`src/rtl/spi_slave_burst_controller.sv`:
```
// rtl/spi_slave_burst_controller.sv - SPI slave protocol controller: cmd/addr/dummy/data phases, wrap bursts
// Optional reg1 and wrap bursts: define SPI_SLAVE_WRAP_EN.
module spi_slave_burst_controller #(
    parameter int CMD_WIDTH     = 8,
    parameter int ADDR_WIDTH    = 32,
    parameter int DATA_WIDTH    = 32,
    parameter int DUMMY_DEFAULT = 32
) (
    input  logic                  sclk,
    input  logic                  sys_rst,
    input  logic                  cs,
    input  logic [DATA_WIDTH-1:0] rx_data,
    input  logic                  rx_data_valid,
    output logic [7:0]            rx_counter,
    output logic                  rx_counter_upd,
    output logic [7:0]            tx_counter,
    output logic                  tx_counter_upd,
    output logic [DATA_WIDTH-1:0] tx_data,
    output logic                  tx_data_valid,
    input  logic                  tx_done,
    output logic                  ctrl_rd_wr,
    output logic [ADDR_WIDTH-1:0] ctrl_addr,
    output logic                  ctrl_addr_valid,
    output logic [DATA_WIDTH-1:0] ctrl_data_rx,
    output logic                  ctrl_data_rx_valid,
    input  logic [DATA_WIDTH-1:0] ctrl_data_tx,
    input  logic                  ctrl_data_tx_valid,
    output logic                  ctrl_data_tx_ready,
    output logic                  underrun
);

    typedef enum logic [2:0] {
        S_CMD, S_ADDR, S_DUMMY, S_DATA_RX, S_DATA_TX, S_REG_RX, S_REG_TX, S_IGNORE
    } state_t;

    localparam logic [7:0]            CMD_CNT   = 8'(CMD_WIDTH - 1);
    localparam logic [7:0]            ADDR_CNT  = 8'(ADDR_WIDTH - 1);
    localparam logic [7:0]            DATA_CNT  = 8'(DATA_WIDTH - 1);
    localparam logic [ADDR_WIDTH-1:0] ADDR_STEP = ADDR_WIDTH'(DATA_WIDTH / 8);

    state_t                  state, state_nxt;
    logic [7:0]              cmd;
    logic [7:0]              reg0;
    logic [15:0]             reg1;
    logic                    reg_sel;
    logic [ADDR_WIDTH-1:0]   base;
    logic [15:0]             offset;
    logic                    beat_seen;
    logic                    tx_trigger, reg_rd, beat, wrap_hit;

    assign cmd = 8'(rx_data);

    always_ff @(posedge sclk) begin
        if (sys_rst) state <= S_CMD;
        else         state <= state_nxt;
    end

    always_comb begin
        state_nxt = state;
        if (cs) begin
            state_nxt = S_CMD;
        end else if (rx_data_valid) begin
            case (state)
                S_CMD: begin
                    case (cmd)
                        8'h02, 8'h0B: state_nxt = S_ADDR;
                        8'h01, 8'h11: state_nxt = S_REG_RX;
                        8'h05, 8'h15: state_nxt = S_REG_TX;
                        default:      state_nxt = S_IGNORE;
                    endcase
                end
                S_ADDR:   state_nxt = !ctrl_rd_wr ? S_DATA_RX :
                                      (reg0 == 8'd0) ? S_DATA_TX : S_DUMMY;
                S_DUMMY:  state_nxt = S_DATA_TX;
                S_REG_RX: state_nxt = S_IGNORE;
                default:  state_nxt = state;
            endcase
        end
    end

    // rx_counter describes the word that follows, so it tracks the next state
    always_comb begin
        case (state_nxt)
            S_CMD:   rx_counter = CMD_CNT;
            S_ADDR:  rx_counter = ADDR_CNT;
            S_DUMMY: rx_counter = reg0 - 8'd1;
            default: rx_counter = DATA_CNT;
        endcase
        rx_counter_upd     = !cs && rx_data_valid &&
                             (state == S_CMD || state == S_ADDR || state == S_DUMMY || state == S_REG_RX);
        ctrl_data_rx       = rx_data;
        ctrl_data_rx_valid = !cs && rx_data_valid && (state == S_DATA_RX);
        tx_trigger         = !cs && ((rx_data_valid && state == S_ADDR && ctrl_rd_wr && reg0 == 8'd0) ||
                                     (rx_data_valid && state == S_DUMMY) ||
                                     (tx_done && state == S_DATA_TX));
        ctrl_data_tx_ready = tx_trigger;
        reg_rd             = !cs && rx_data_valid && (state == S_CMD) && (cmd == 8'h05 || cmd == 8'h15);
        beat               = ctrl_data_rx_valid || (tx_trigger && ctrl_data_tx_valid);
    end

`ifdef SPI_SLAVE_WRAP_EN
    always_ff @(posedge sclk) begin
        if (sys_rst)
            reg1 <= 16'd0;
        else if (!cs && rx_data_valid && state == S_REG_RX && reg_sel)
            reg1 <= 16'(rx_data);
    end
    assign wrap_hit = (reg1 != 16'd0) && (offset == reg1 - 16'd1);
`else
    assign reg1     = 16'd0;
    assign wrap_hit = 1'b0;
`endif

    always_ff @(posedge sclk) begin
        if (sys_rst)
            reg0 <= 8'(DUMMY_DEFAULT);
        else if (!cs && rx_data_valid && state == S_REG_RX && !reg_sel)
            reg0 <= 8'(rx_data);
    end

    always_ff @(posedge sclk) begin
        if (sys_rst || cs) begin
            ctrl_rd_wr      <= 1'b0;
            ctrl_addr       <= '0;
            ctrl_addr_valid <= 1'b0;
            base            <= '0;
            offset          <= 16'd0;
            beat_seen       <= 1'b0;
            reg_sel         <= 1'b0;
            tx_data         <= '0;
            tx_data_valid   <= 1'b0;
            tx_counter      <= 8'd0;
            tx_counter_upd  <= 1'b0;
            underrun        <= 1'b0;
        end else begin
            ctrl_addr_valid <= 1'b0;
            tx_data_valid   <= 1'b0;
            tx_counter_upd  <= 1'b0;
            if (state == S_CMD && rx_data_valid) begin
                reg_sel    <= cmd[4];
                ctrl_rd_wr <= (cmd == 8'h0B);
            end
            if (state == S_ADDR && rx_data_valid) begin
                ctrl_addr       <= ADDR_WIDTH'(rx_data);
                base            <= ADDR_WIDTH'(rx_data);
                offset          <= 16'd0;
                ctrl_addr_valid <= 1'b1;
            end
            if (reg_rd || tx_trigger) begin
                tx_data_valid  <= 1'b1;
                tx_counter_upd <= 1'b1;
                tx_counter     <= DATA_CNT;
                if (reg_rd)
                    tx_data <= cmd[4] ? DATA_WIDTH'(reg1) : DATA_WIDTH'(reg0);
                else if (ctrl_data_tx_valid)
                    tx_data <= ctrl_data_tx;
                else begin
                    tx_data  <= '0;
                    underrun <= 1'b1;
                end
            end
            // The first data beat uses the captured address; later beats step it
            if (beat) beat_seen <= 1'b1;
            if (beat && beat_seen) begin
                ctrl_addr_valid <= 1'b1;
                if (wrap_hit) begin
                    ctrl_addr <= base;
                    offset    <= 16'd0;
                end else begin
                    ctrl_addr <= ctrl_addr + ADDR_STEP;
                    offset    <= offset + 16'd1;
                end
            end
        end
    end

endmodule

```
`config.mk`:
```
export PLATFORM = sky130hd
export DESIGN_NAME = spi_slave_burst_controller
export DESIGN_NICKNAME = d
export VERILOG_FILES = /design/src/rtl/spi_slave_burst_controller.sv
export SDC_FILE = /design/constraint.sdc
export NUM_CORES = 1
export LEC_CHECK = 0
export BUFFER_PORTS_ARGS = -buffer_cell sky130_fd_sc_hd__buf_2
export CAP_MARGIN = 20
export CORE_MARGIN = 3
export CORE_UTILIZATION = 41
export CTS_BUF_LIST = sky130_fd_sc_hd__clkbuf_8
export DETAILED_ROUTE_END_ITERATION = 10
export GPL_ROUTABILITY_DRIVEN = 0
export PLACE_DENSITY_LB_ADDON = 0.25
export SYNTH_ARGS = -nofsm -noshare
export SYNTH_HDL_FRONTEND = slang
export SYNTH_SLANG_ARGS = --single-unit
```
`constraint.sdc`:
```
create_clock -name sclk -period 5.45 [get_ports sclk]
set_input_delay 0.8175 -clock sclk [delete_from_list [all_inputs] [get_ports sclk]]
set_output_delay 0.8175 -clock sclk [all_outputs]
set_load 0.05 [all_outputs]
```
# --- After elaboration in Yosys (flattened, before gate mapping) ---
# Index checks and enable logic that the tools add are counted.
classes:
  n_addsub: 2
  n_mul: 0
  n_div: 0
  magnitude_cmp: 0
  eq_ne: 12
  shifts: 0
  mux: 15
  bitwise: 2
  reduce_logical: 35
op_table:
  columns: ["cell", "count"]
  rows:
  - ["$mux W32", 4]
  - ["$add A32 B3 Y32 const B", 1]
  - ["$eq A8 B5 Y1 const B", 2]
  - ["$logic_and A1 B1 Y1", 16]
  - ["$pmux W8 S2", 1]
  - ["$mux W3", 4]
  - ["$pmux W3 S4", 1]
  - ["$eq A3 B2 Y1 const B", 3]
  - ["$logic_or A1 B1 Y1", 9]
  - ["$pmux W3 S3", 1]
  - ["$eq A8 B1 Y1 const B", 1]
  - ["$eq A8 B2 Y1 const B", 1]
  - ["$eq A8 B3 Y1 const B", 1]
  - ["$eq A8 B4 Y1 const B", 1]
  - ["$logic_not A8 Y1", 1]
  - ["$mux W8", 1]
  - ["$sub A8 B1 Y8 const B", 1]
  - ["$eq A3 B3 Y1 const B", 2]
  - ["$logic_not A3 Y1", 2]
  - ["$reduce_or A2 Y1", 3]
  - ["$eq A3 B1 Y1 const B", 1]
  - ["$mux W1", 3]
  - ["$reduce_and A3 Y1", 1]
  - ["$logic_not A1 Y1", 2]
  - ["other kinds (2)", 3]
word_totals:
  ff_bits: 82
  latchBits: 0
  ramBits: 0
  romBits: 0
  input_bits: 70
  output_inout_bits: 120
  elab_cells: 77
  memories: 0

# --- Depth between registers and ports, before layout ---
logic_depth:
  depth_word: 11
  mapped_depth: 10
  mapped_depth_nobuf: 8

# --- Least setup slack after synthesis ---
# No wires, ideal clock.
synth_timing:
  path_kind: "input-to-output"
  from: "in rx_data[7]"
  to: "out rx_counter[4]"
  t_arrival_ns: 2.608
  path_slack_ns: 2.024
  cell_stages: 6
  n_path_buf: 0
  path_cell_list: "nor3_1 and3_1 nand2_1 o211ai_1 a31o_2 o31ai_1"
synth_via:
  elab_chain_len: 8
  elab_cells_between_ends: 16
synth_rtl:
  columns: ["item", "line", "rtl"]
  rows:
  - ["from (decl)", "12", "input logic [DATA_WIDTH-1:0] rx_data,"]
  - ["$eq A8 B3 Y1, or another cell as far along", "65", "case (cmd)"]
  - ["$reduce_or A2 Y1", "65", null]
  - ["$pmux W3 S3 *", "65", null]
  - ["$pmux W3 S4 *", "63", "case (state)"]
  - ["$mux W3 *", "62", "end else if (rx_data_valid) begin"]
  - ["$mux W3 *", "60", "if (cs) begin"]
  - ["$eq A3 B2 Y1 / $logic_not A3 Y1 (equally long branches)", "83", "case (state_nxt)"]
  - ["$pmux W8 S2 *", "83", null]
  - ["to (decl)", "14", "output logic [7:0] rx_counter,"]
# Every way passes the cells marked *; elsewhere a longest branch is shown, timed or not.

# --- Worst setup path in the final report ---
layout_timing:
  from: "in rx_data_valid"
  to: "out rx_counter[6]"
layout_via:
  elab_chain_len: 4
  elab_cells_between_ends: 5
layout_rtl:
  columns: ["item", "line", "rtl"]
  rows:
  - ["from (decl)", "13", "input logic rx_data_valid,"]
  - ["$mux W3 *", "62", null]
  - ["$mux W3 *", "60", null]
  - ["$eq A3 B2 Y1 / $logic_not A3 Y1 (equally long branches)", "83", null]
  - ["$pmux W8 S2 *", "83", null]
# Marked as above.

==> flow_metrics.tcl <==
set metrics [dict create \
    worstSetupPathType "in -> out" \
    status "finished clean" \
    grtUsageTotal_pct 22.25 \
    portBuffers 186 \
    yosysTopAreaCell "dfxtp_1" \
    ys_warn_count 0 \
    wl_per_cell_um 16.68 \
    worst_pin_slew_ps 722.9 \
    max_freq_mhz 288.1 \
    num_vias 4509 \
    dp.cells 797 \
    clockBufferDepth 2 \
    hold_class "reg -> reg" \
    drt-initial-drc-count 241 \
    path_clk_slew_ps 90 \
    cp.required_ps 4630 \
    fin_crit_sh_pct 63.69 \
    start_util_pct 42.41 \
    nets 745 \
    n_antenna_cell 0 \
    synth_top_area_share_pct 37.33 \
    drc_errors 0 \
    endpoint_kind "primary output" \
    synth-async-reset-ratio_pct 0 \
    final_util_pct 51.51 \
    n_fill_cell 1043 \
    first_global_vias 4080 \
    core_area_um2 10370 \
    dr.pass1.iters 5 \
    drive_gt1_share_pct 33.23 \
    ant_nets 0 \
    hold_viol 0 \
    start_kind "input pin" \
    ir_drop_mv 0.1585 \
    clkSinkCount 82 \
    yosys-top-cells-area "dfxtp_1 (37%), buf_4 (7.0%), nor2_1 (6.5%)" \
    grt_max_degree 56 \
    root_buffer "clkbuf_8" \
    cts_setup_buffers 0 \
    power.leakage_nw 2.320 \
    synth-edff-count 0 \
    tns_ps 0 \
    die-height_um 109.6 \
    ys_types 64 \
    instances_no_fill 813 \
    vias_per_cell 5.546 \
    antenna_found_initial 0 \
    dieWidth_um 109.6 \
    htree_num_levels 3 \
    rrSetupSlack_ps 2780 \
    dpl.hpwl_um 9939 \
    rsz0062_at_grt "no" \
    ys_dominant_reg_cell "dfxtp_1" \
    synth_area_per_cell_um2 8.159 \
    totalWireLength_um 13560 \
    drv_cap 0 \
    rows 37 \
    syn-cell-area_um2 4398 \
    finalCriticalPeriod_ps 3471 \
    hold_buffers 0 \
    cts_made_buffers 9 \
    syn_to_final_growth_pct 21.45 \
    ys_seq_area_share_pct 37.33 \
    io_pins 190 \
    p_per_area_nw_per_um2 240.0 \
    die_area_um2 12010 \
    max-slew-margin-rel_pct 51.68 \
    post_cts_resized 0 \
    crit_fanout 10 \
    fin_worst_skew_ps 7.749 \
    setup_viol 0 \
    gr-total-overflow 0 \
    slew_viol_final 0 \
    ys_seq_elements 82 \
    insertion_delay_ps 360 \
    synthCells 539 \
    arrival_ps 2650 \
    cts_tree "built" \
    grt_pass1_wl_um 21060 \
]
-- synthesized netlist by cell type, types with 8 or more instances --
library cell and number:
nor2_1 76, nand2_1 44, a31oi_1 11, or3_1 8, clkbuf_1 22, nand4_1 14
o211ai_1 10, inv_1 8, o21ai_0 25, a21oi_1 30, nand3_1 19, dfxtp_1 82
and3_1 8, a22oi_1 30, buf_4 41, a221oi_1 9
-- registers in the layout, summed over array words and instances, names as in the netlist --
name             flops
ctrl_addr           32
tx_data             32
reg0                 8
state                3
beat_seen            1
ctrl_addr_valid      1
ctrl_rd_wr           1
reg_sel              1
tx_counter           1
tx_data_valid        1
underrun             1
-- placed cells by master, fill, tap and decap left out, types with 3 or more instances in the layout --
master | Yosys | routed
mux2i_1 | 7 | 7
nand4_1 | 14 | 14
or4_1 | 4 | 4
a22oi_1 | 30 | 30
dfxtp_1 | 82 | 82
a21oi_1 | 30 | 30
clkbuf_8 | 0 | 9
a31oi_1 | 11 | 11
conb_1 | 1 | 3
a221oi_1 | 9 | 9
nand2_1 | 44 | 44
o211ai_1 | 10 | 10
buf_4 | 41 | 4
and2_1 | 5 | 5
buf_2 | 6 | 186
xnor2_1 | 4 | 4
or3_1 | 8 | 8
and4_1 | 3 | 3
o31a_1 | 3 | 3
nand2b_1 | 3 | 3
nor3_1 | 5 | 5
o21ai_0 | 25 | 25
o311ai_0 | 6 | 6
nand3_1 | 19 | 19
inv_6 | 0 | 4
nor2_1 | 76 | 76
ha_1 | 3 | 3
inv_1 | 8 | 8
and3_1 | 8 | 8
-- final timing paths --
path,cells after the start,start,to
setup / recovery,8,rx_data_valid,rx_counter[6]
hold / removal,2,ctrl_addr[1]$_SDFFE_PP0P_,ctrl_addr[1]$_SDFFE_PP0P_
setup reg to reg,9,reg0[0]$_SDFFE_PP0P_,ctrl_addr[17]$_SDFFE_PP0P_
hold reg to reg,2,ctrl_addr[1]$_SDFFE_PP0P_,ctrl_addr[1]$_SDFFE_PP0P_
-- where the power goes --
group          leakage (nW)  internal [mW]  switching (mW)
Combinational          1.55         0.0508           0.136
Sequential            0.661          0.604         0.00708
Clock                 0.109          0.225           0.259
Total                  2.32          0.880           0.402
-- routing by layer --
layer / wire length [um] / up-vias / global-route usage [%]
met4: 175 / 0 / 6.500
met5: 0 / - / 0
met1: 6034 / 2083 / 29.86
li1: - / 2203 / -
met2: 6259 / 208 / 35.61
met3: 1094 / 15 / 5.226
-- stage by stage --
stage	power [mW]	hold slack (ps)	cell area [um^2]	setup WS (ps)
floorplan	0.7658	448.0	4405	2024
global placement	0.8087	444.7	5102	2084
detailed placement	0.8107	449.6	5130	2051
CTS	1.295	462.1	5341	2013
global route	1.328	494.4	5341	1797
finish	1.282	460.2	5341	1979
-- critical path, stage by stage --
cell and delay (ps):
buf_2 150, nor2b_1 280, and2_1 420, nand2_1 120, o21ai_0 210, nand4_1 230
nor2_1 150, buf_2 270
-- cell families after synthesis --
kind of cell / Yosys count / share of synthesized area [%]
buf+inv: 79 / 10.61
simple gates: 207 / 23.59
other cells: 1 / 0.08527
mux: 7 / 1.593
flops: 82 / 37.33
fa+ha+maj: 3 / 0.8536
xor+xnor: 6 / 1.195
compound gates: 154 / 24.75
-- area by class of cell --
cell class                      instances  area (um^2)  share of cell area [%]
Clock buffer                            9        123.9                   2.319
Multi-Input combinational cell        380         2300                   43.05
Sequential cell                        82         1642                   30.73
Timing Repair Buffer                  191        988.4                   18.51
Clock inverter                          7        87.58                   1.640
Inverter                                8        30.03                  0.5622
Tap cell                              136        170.2                   3.186
No activity file was read; power rests on OpenSTA's default activity.
